File: src/rtl/vga_pio_plot_bridge.sv
// Turns writeEn rising edges on the HPS PIO word into clipped, addressed plot
// commands, queued in a first-word-fall-through FIFO for the VGA adapter.
module vga_pio_plot_bridge #(
    parameter int DEPTH = 8,
    parameter int CNT_W = 8
) (
    input  logic                     CLOCK_50,
    input  logic                     reset,
    input  logic [21:0]              pio_word,
    output logic                     vga_mode,
    output logic                     plot_valid,
    input  logic                     plot_ready,
    output logic [8:0]               plot_x,
    output logic [7:0]               plot_y,
    output logic [2:0]               plot_colour,
    output logic [16:0]              plot_addr,
    output logic [$clog2(DEPTH):0]   fifo_count,
    output logic [CNT_W-1:0]         clip_cnt,
    output logic [CNT_W-1:0]         drop_cnt
);

    localparam int AW = $clog2(DEPTH);
    localparam int CW = AW + 1;

    typedef struct packed {
        logic [8:0]  x;
        logic [7:0]  y;
        logic [2:0]  colour;
        logic [16:0] addr;
    } entry_t;

    typedef enum logic {EMPTY, HOLD} state_t;

    state_t          state, state_next;
    logic [21:0]     s1;
    logic            prev_we;
    logic [CW-1:0]   count;
    logic [AW-1:0]   wr_ptr, rd_ptr, wr_idx;
    entry_t          mem [DEPTH];
    entry_t          new_entry, head;

    logic            req, flush, in_range, full, push, pop;
    logic [16:0]     x_ext, y_ext, addr;

    always_ff @(posedge CLOCK_50 or posedge reset) begin
        if (reset) begin
            s1       <= '0;
            prev_we  <= 1'b0;
            vga_mode <= 1'b0;
        end else begin
            s1       <= pio_word;
            prev_we  <= s1[20];
            vga_mode <= s1[21];
        end
    end

    always_comb begin
        req      = s1[20] && !prev_we;
        flush    = (s1[21] != vga_mode);
        x_ext    = 17'(s1[19:11]);
        y_ext    = 17'(s1[10:3]);
        if (s1[21]) begin
            in_range = (s1[19:11] < 9'd320) && (s1[10:3] < 8'd240);
            addr     = (y_ext << 8) + (y_ext << 6) + x_ext;
        end else begin
            in_range = (s1[19:11] < 9'd160) && (s1[10:3] < 8'd120);
            addr     = (y_ext << 7) + (y_ext << 5) + x_ext;
        end
        new_entry = '{x: s1[19:11], y: s1[10:3], colour: s1[2:0], addr: addr};
        full      = (count == CW'(DEPTH));
        // A flush empties the FIFO in the same edge, so it never blocks the new request.
        push      = req && in_range && (flush || !full);
        pop       = (state == HOLD) && plot_ready && !flush;
        wr_idx    = flush ? '0 : wr_ptr;
    end

    always_ff @(posedge CLOCK_50 or posedge reset) begin
        if (reset) begin
            count  <= '0;
            wr_ptr <= '0;
            rd_ptr <= '0;
        end else if (flush) begin
            rd_ptr <= '0;
            wr_ptr <= push ? AW'(1) : '0;
            count  <= push ? CW'(1) : '0;
        end else begin
            if (push) wr_ptr <= wr_ptr + AW'(1);
            if (pop)  rd_ptr <= rd_ptr + AW'(1);
            if (push && !pop)      count <= count + CW'(1);
            else if (pop && !push) count <= count - CW'(1);
        end
    end

    always_ff @(posedge CLOCK_50) begin
        if (push) mem[wr_idx] <= new_entry;
    end

    always_ff @(posedge CLOCK_50 or posedge reset) begin
        if (reset) begin
            clip_cnt <= '0;
            drop_cnt <= '0;
        end else begin
            if (req && !in_range && clip_cnt != '1)
                clip_cnt <= clip_cnt + CNT_W'(1);
            if (req && in_range && !flush && full && drop_cnt != '1)
                drop_cnt <= drop_cnt + CNT_W'(1);
        end
    end

    always_ff @(posedge CLOCK_50 or posedge reset) begin
        if (reset) state <= EMPTY;
        else       state <= state_next;
    end

    always_comb begin
        state_next = state;
        if (flush) begin
            state_next = push ? HOLD : EMPTY;
        end else begin
            case (state)
                EMPTY: if (push) state_next = HOLD;
                HOLD:  if (pop && !push && count == CW'(1)) state_next = EMPTY;
                default: state_next = EMPTY;
            endcase
        end
    end

    always_comb begin
        head        = mem[rd_ptr];
        plot_valid  = (state == HOLD);
        plot_x      = plot_valid ? head.x      : '0;
        plot_y      = plot_valid ? head.y      : '0;
        plot_colour = plot_valid ? head.colour : '0;
        plot_addr   = plot_valid ? head.addr   : '0;
        fifo_count  = count;
    end

endmodule

File: config.mk
export PLATFORM = sky130hd
export DESIGN_NAME = vga_pio_plot_bridge
export DESIGN_NICKNAME = d
export VERILOG_FILES = /design/src/rtl/vga_pio_plot_bridge.sv
export SDC_FILE = /design/constraint.sdc
export NUM_CORES = 1
export LEC_CHECK = 0
export CAP_MARGIN = 0
export CORE_MARGIN = 1.5
export CORE_UTILIZATION = 45
export CTS_CLUSTER_SIZE = 20
export DETAILED_ROUTE_END_ITERATION = 7
export DONT_BUFFER_PORTS = 1
export MAX_ROUTING_LAYER = met4
export PLACE_DENSITY = 0.68
export SYNTH_ARGS = -nofsm -noshare
export SYNTH_HDL_FRONTEND = slang
export SYNTH_SLANG_ARGS = --single-unit
File: constraint.sdc
create_clock -name CLOCK_50 -period 4.8 [get_ports CLOCK_50]
set_clock_uncertainty 0.05 [all_clocks]
set_input_delay 0.96 -clock CLOCK_50 [delete_from_list [all_inputs] [get_ports CLOCK_50]]
set_output_delay 0.96 -clock CLOCK_50 [all_outputs]
set_load 0.01 [all_outputs]
[Word level (Yosys, flattened, before mapping)]
Memories as Yosys holds them, arrays and structs flattened.
Cells that the tools add are included.
Operators by class
  add/subtract/negate cells: 10
  $lt $le $gt $ge: 4
  eq/ne operators: 5
  muxes and demuxes: 21
  bitwise logic cells: 1
  reductions and logical operators: 25
Operators by type and width (count)
  $mux W17: 2
  $mux W3: 6
  $add A16 B14 Y17: 1
  $add A16 B9 Y17: 1
  $add A17 B9 Y17: 1
  $add A15 B13 Y16: 1
  $add A8 B1 Y8 const B: 2
  $ne A8 B8 Y1 const B: 2
  $logic_and A1 B1 Y1: 15
  $mux W4: 3
  $lt A9 B8 Y1 const B: 1
  $lt A9 B9 Y1 const B: 1
  $mux W9: 1
  $lt A8 B7 Y1 const B: 1
  $lt A8 B8 Y1 const B: 1
  $mux W8: 1
  $mux W1: 7
  $add A3 B1 Y3 const B: 2
  $logic_not A1 Y1: 6
  $add A4 B1 Y4 const B: 1
  $eq A4 B1 Y1 const B: 1
  $eq A4 B4 Y1 const B: 1
  $reduce_bool A2 Y1: 2
  $sub A4 B1 Y4 const B: 1
  other kinds (5): 5
Word-level totals
  bits in registers: 51
  RAM bits: 296
  bits of input ports: 25
  output and inout port bits: 59
  word-level logic and storage cells: 76
  memories: 1
Memories
  mem: words 8, bits a word 37, read ports 1, clocked after memory_dff 0, write ports 1, line 39  | entry_t mem [DEPTH];

[Longest topological paths before layout]
  depth in word-level cells: 11
  depth in mapped cells: 10
  depth with buffers taken out: 10

[Worst setup path after synthesis]
No wires, ideal clock.
  path type: reg2reg
  from: reg s1[10]
  to: mem mem[1][10] (netlist bit) (enable)
  setup time: 0.461 ns
  data arrival time: 3.677 ns
  data required time: 4.289 ns
  path slack: 0.612 ns
  cell stages (with the launch flop): 8
  buffers on the path: 2
  clock period less this slack: 4.188 ns
  cell sequence: dfrtp_1 > buf_6 > nor3_2 > and4_4 > o21a_1 > buf_2 > nand3_1 > nor3_1
Between the ends
  cells in the longest elaborated chain, start to end: 7
  elaborated cells between the ends (all ways): 9
  those cells by class: order compare (2); mux (3); reduce/logical (4)
Ends and longest elaborated chain
  start: declaration: line 35  | logic [21:0] s1;
  start signal: assignment: line 51  | s1 <= pio_word;
  $lt A8 B7 Y1 or $lt A8 B8 Y1 (tied branches): line 66, 63
  $logic_and A1 B1 Y1, on equally long branches: line 66, 63
  $mux W1 *: line 62  | if (s1[21]) begin
  $logic_and A1 B1 Y1 * (2 in a row): line 72  | push = req && in_range && (flush || !full);
  $mux W1 *: line 95  | if (push) mem[wr_idx] <= new_entry;
  $mux W1 (not written as such) *: line 95
  end: declaration: line 39
Every way passes the cells marked *; elsewhere a longest branch is shown, timed or not.

[Final worst setup path]
  from: reg rd_ptr[0]
  to: out plot_x[1]
Between the ends
  cells in the longest elaborated chain, start to end: 2
Ends and longest elaborated chain
  start: declaration: line 38  | logic [AW-1:0] wr_ptr, rd_ptr, wr_idx;
  start signal: assignment: line 88  | if (pop) rd_ptr <= rd_ptr + AW'(1);
  $mem_v2 Z8 W37
  $mux W9: line 131  | plot_x = plot_valid ? head.x : '0;
  end: declaration: line 13  | output logic [8:0] plot_x,
No other way between the ends.

==> summary.md <==
| Metric | Value |
|---|---|
| # DRC | 0 |
| Router iterations before antenna repair | 4 |
| DIE WIDTH | about 170 um |
| Bufs and invs on worst path | 1 |
| Worst path top cell family by delay | flip-flops |
| Pwr dens | about 410 mW/mm^2 |
| Crit-path max FO | 34 |
| Starting DRT DRC Count | 498 |
| Die extent in y | between 150 and 200 um |
| Root Driver | clkbuf_16 |
| Final min period | ~3.8 ns |
| Placer congestion estimate | 0.792 |
| Max_cap viols | 0 |
| Critical path type | register to output pin |
| Largest net degree at the start of global routing | 52 |
| Grt total ovfl | 0 |
| Int Pwr | about 0.0045 W |
| Final-stage net count | between 700 and 800 |
| Synth Area per Inst | 18.0 um^2 |
| Clk buf depth | 3 |
| DR vias | approximately 6,300 |
| Final setup vio count | 0 |
| Area Overhead vs Synth | 11.4% |
| Distinct cell type count after synthesis | between 50 and 60 |
| Resize count post-CTS | 0 |
| Worst skew pair latency | around 0.56 ns |
| Final hold slack | about 0.32 ns |
| Area share of the largest cell type after synthesis | 0.597 |
| Buffers on Ports | 0 |
| Routed wire length | ~26,000 um |
| Slew Limit Fails | 0 |
| Area of the mapped netlist | ~0.013 mm^2 |
| Max incr delay on CP | between 0.8 and 0.9 ns |
| Tightest Pin Transition | roughly 1.0 ns |
| Post-route clock period utilization | 0.797 |
| Site row count | a little over 60 |
| Sequential area share after synthesis | 0.697 |
| CTS tree | yes |
| Initial antenna violation count | 1 |
| Sink Count | just over 300 |
| Reg power frac | 0.534 |
| Worst setup EP type | output pin |
| Vias in the first global route | between 6,000 and 7,000 |
| Hold_buf cts | 0 |
| Slowest CP cell | dfrtp_4 |
| Count leader, synth | edfxtp_1 |
| Critical Path Source Type | register |
| Die footprint | 0.0296 mm^2 |
| Sw Pwr | approximately 0.0013 W |
| Vias per cell | 5.60 |
| First-pass GRT wire length | between 30,000 and 40,000 um |
| Io pins | 84 |
| Starting Density | 0.461 |
| Share of layout cells above drive strength 1 | 0.193 |
| Status | complete, no violations |
| Post-synth top cells | edfxtp_1, mux4_2, dfrtp_1, nor2b_1, mux2i_1 |
| CP cell instances | buf_12, mux4_2, mux2i_1, nor2b_1 |
| CP Data Arrival Time | 2.82 ns |
| Pleak | 4.74 nW |
| CTS clk-pin slew, worst paths | approximately 0.06 ns |
| GRT Total Usage | 0.186 |
| Htree depth | 1 |
| Core ar. | between 0.02 and 0.03 mm^2 |
| Gate power share | 0.080 |
| EDFF count, synth | approximately 260 |
| Setup TNS | 0 ns |
| Post-synth top flop | edfxtp_1 |
| RSZ-0062 raised after global routing | false |
| Register bit total from synthesis | 307 |
| Final hold violation count | 0 |
| Syn Inst Count | approximately 700 |
| CTS buffer count | 31 |
| WL/cell | approximately 23 um |
| Post-CTS setup buffer count | 0 |
| DP Wirelength | around 15,000 um |
| Sw Share | 0.230 |
| Worst EP required | about 3.8 ns |
| Clock group share of total power | 0.386 |
| Synth Net Count | 772 |
| Fmax | 261 MHz |
| Hold Crit Class | register to register |
| Yosys warnings | 0 |
| Synth area leaders | edfxtp_1, mux4_2, dfrtp_1 |
| Relative slew slack | 0.302 |
| Async S/R FF share, synth | 0.166 |
| VDD IR-drop max | 297 uV |
| Final ANT Viol Nets | 0 |
| Synth area leader | edfxtp_1 |
[registers in the layout (all words and copies together), names as in the netlist]
name / flops
prev_we: 1
fifo_count: 4
plot_valid: 1
vga_mode: 1
rd_ptr: 3
drop_cnt: 8
clip_cnt: 8
mem: 256
wr_ptr: 3
s1: 22
[routing by layer]
| layer | share of wire | vias up | global-route usage | routed length, um |
|---|---|---|---|---|
| met5 | 0 | - | - | 0 |
| met4 | 0.019 | 0 | 0.0423 | 499 |
| met3 | 0.050 | 48 | 0.0309 | 1290 |
| met2 | 0.49 | 174 | 0.303 | 12600 |
| met1 | 0.44 | 3302 | 0.246 | 11200 |
| li1 | - | 2801 | - | - |
[power by group through the flow]
stage	Combinational [W]	Sequential (W)	Clock (W)
2_1_floorplan	0.000386	0.00310	0
3_3_place_gp	0.000451	0.00315	0
3_5_place_dp	0.000467	0.00316	0
4_1_cts	0.000469	0.00310	0.00229
5_1_grt	0.000515	0.00312	0.00240
6_report	0.000462	0.00310	0.00224
[logic make-up (layout without fill, tap and decap cells)]
| family | count (synthesis) | in the layout | synth area share |
|---|---|---|---|
| AOI/OAI and AO/OA | 49 | 49 | 0.0259 |
| adders and majority gates | 33 | 33 | 0.0350 |
| DFF | 307 | 307 | 0.697 |
| muxes | 104 | 104 | 0.144 |
| buffers and inverters | 55 | 92 | 0.0195 |
| and+or+nand+nor | 133 | 133 | 0.0554 |
| xor gates and xnor gates | 33 | 33 | 0.0239 |
| other | 0 | 1 | 0 |
[area by class of cell]
class / instances / area [um^2]
Sequential cell: 307 / 8970
Tap cell: 378 / 473
Timing Repair Buffer: 14 / 130
Clock inverter: 11 / 76.3
Clock buffer: 47 / 890
Antenna cell: 1 / 2.50
Inverter: 20 / 75.1
Multi-Input combinational cell: 352 / 3710
Fill cell: 2278 / 13600
[worst register-to-register path: stages, from the launching register on]
cell and delay, ns:
dfrtp_1 1.01, and4_1 0.41, o21ai_1 0.20, or3_1 0.49
nor2_4 0.48, buf_4 0.43
[through the flow]
stage / worst slack, ns / std cells / power [W] / cell area (um^2) / utilization
6_report: 0.975 / 1130 / 0.00581 / 14300 / 0.513
5_1_grt: 0.792 / 1130 / 0.00603 / 14300 / 0.513
4_1_cts: 0.889 / 1129 / 0.00586 / 14300 / 0.513
3_5_place_dp: 1.32 / 1071 / 0.00362 / 13400 / 0.478
3_3_place_gp: 1.41 / 1071 / 0.00360 / 13400 / 0.478
2_1_floorplan: 0.612 / 714 / 0.00349 / 12900 / -
[final timing paths]
kind                                        from                      end  slack, ns  cells after the start
min reg2reg                     s1[20]$_DFF_PP0_        prev_we$_DFF_PP0_       0.32                      0
min in group asynchronous                  reset  clip_cnt[5]$_DFFE_PP0P_       0.45                      2
max reg2reg                     s1[21]$_DFF_PP0_     mem[2][22]$_DFFE_PP_       1.38                      5
max                        rd_ptr[0]$_DFFE_PP0P_                plot_x[1]       0.97                      4
max in group asynchronous                  reset    rd_ptr[0]$_DFFE_PP0P_       3.68                      2
min                             s1[20]$_DFF_PP0_        prev_we$_DFF_PP0_       0.32                      0
[cells in the final DEF (no fill, tap or decap), types with 4 or more instances in the layout]
| cell | instances |
|---|---|
| nand2_1 | 26 |
| dfrtp_1 | 48 |
| buf_4 | 12 |
| fa_1 | 5 |
| nor2b_1 | 36 |
| nand3_1 | 8 |
| nor2_4 | 6 |
| mux2i_1 | 35 |
| clkbuf_16 | 31 |
| nor2_1 | 20 |
| a21oi_1 | 13 |
| clkbuf_8 | 5 |
| clkbuf_1 | 10 |
| inv_1 | 19 |
| xnor2_1 | 22 |
| mux4_2 | 64 |
| nand4_1 | 11 |
| nor3_1 | 4 |
| o21ai_0 | 14 |
| xor2_1 | 10 |
| edfxtp_1 | 256 |
| and2_1 | 4 |
| ha_1 | 28 |
| mux2_2 | 4 |
No activity file was read; power rests on OpenSTA's default activity.
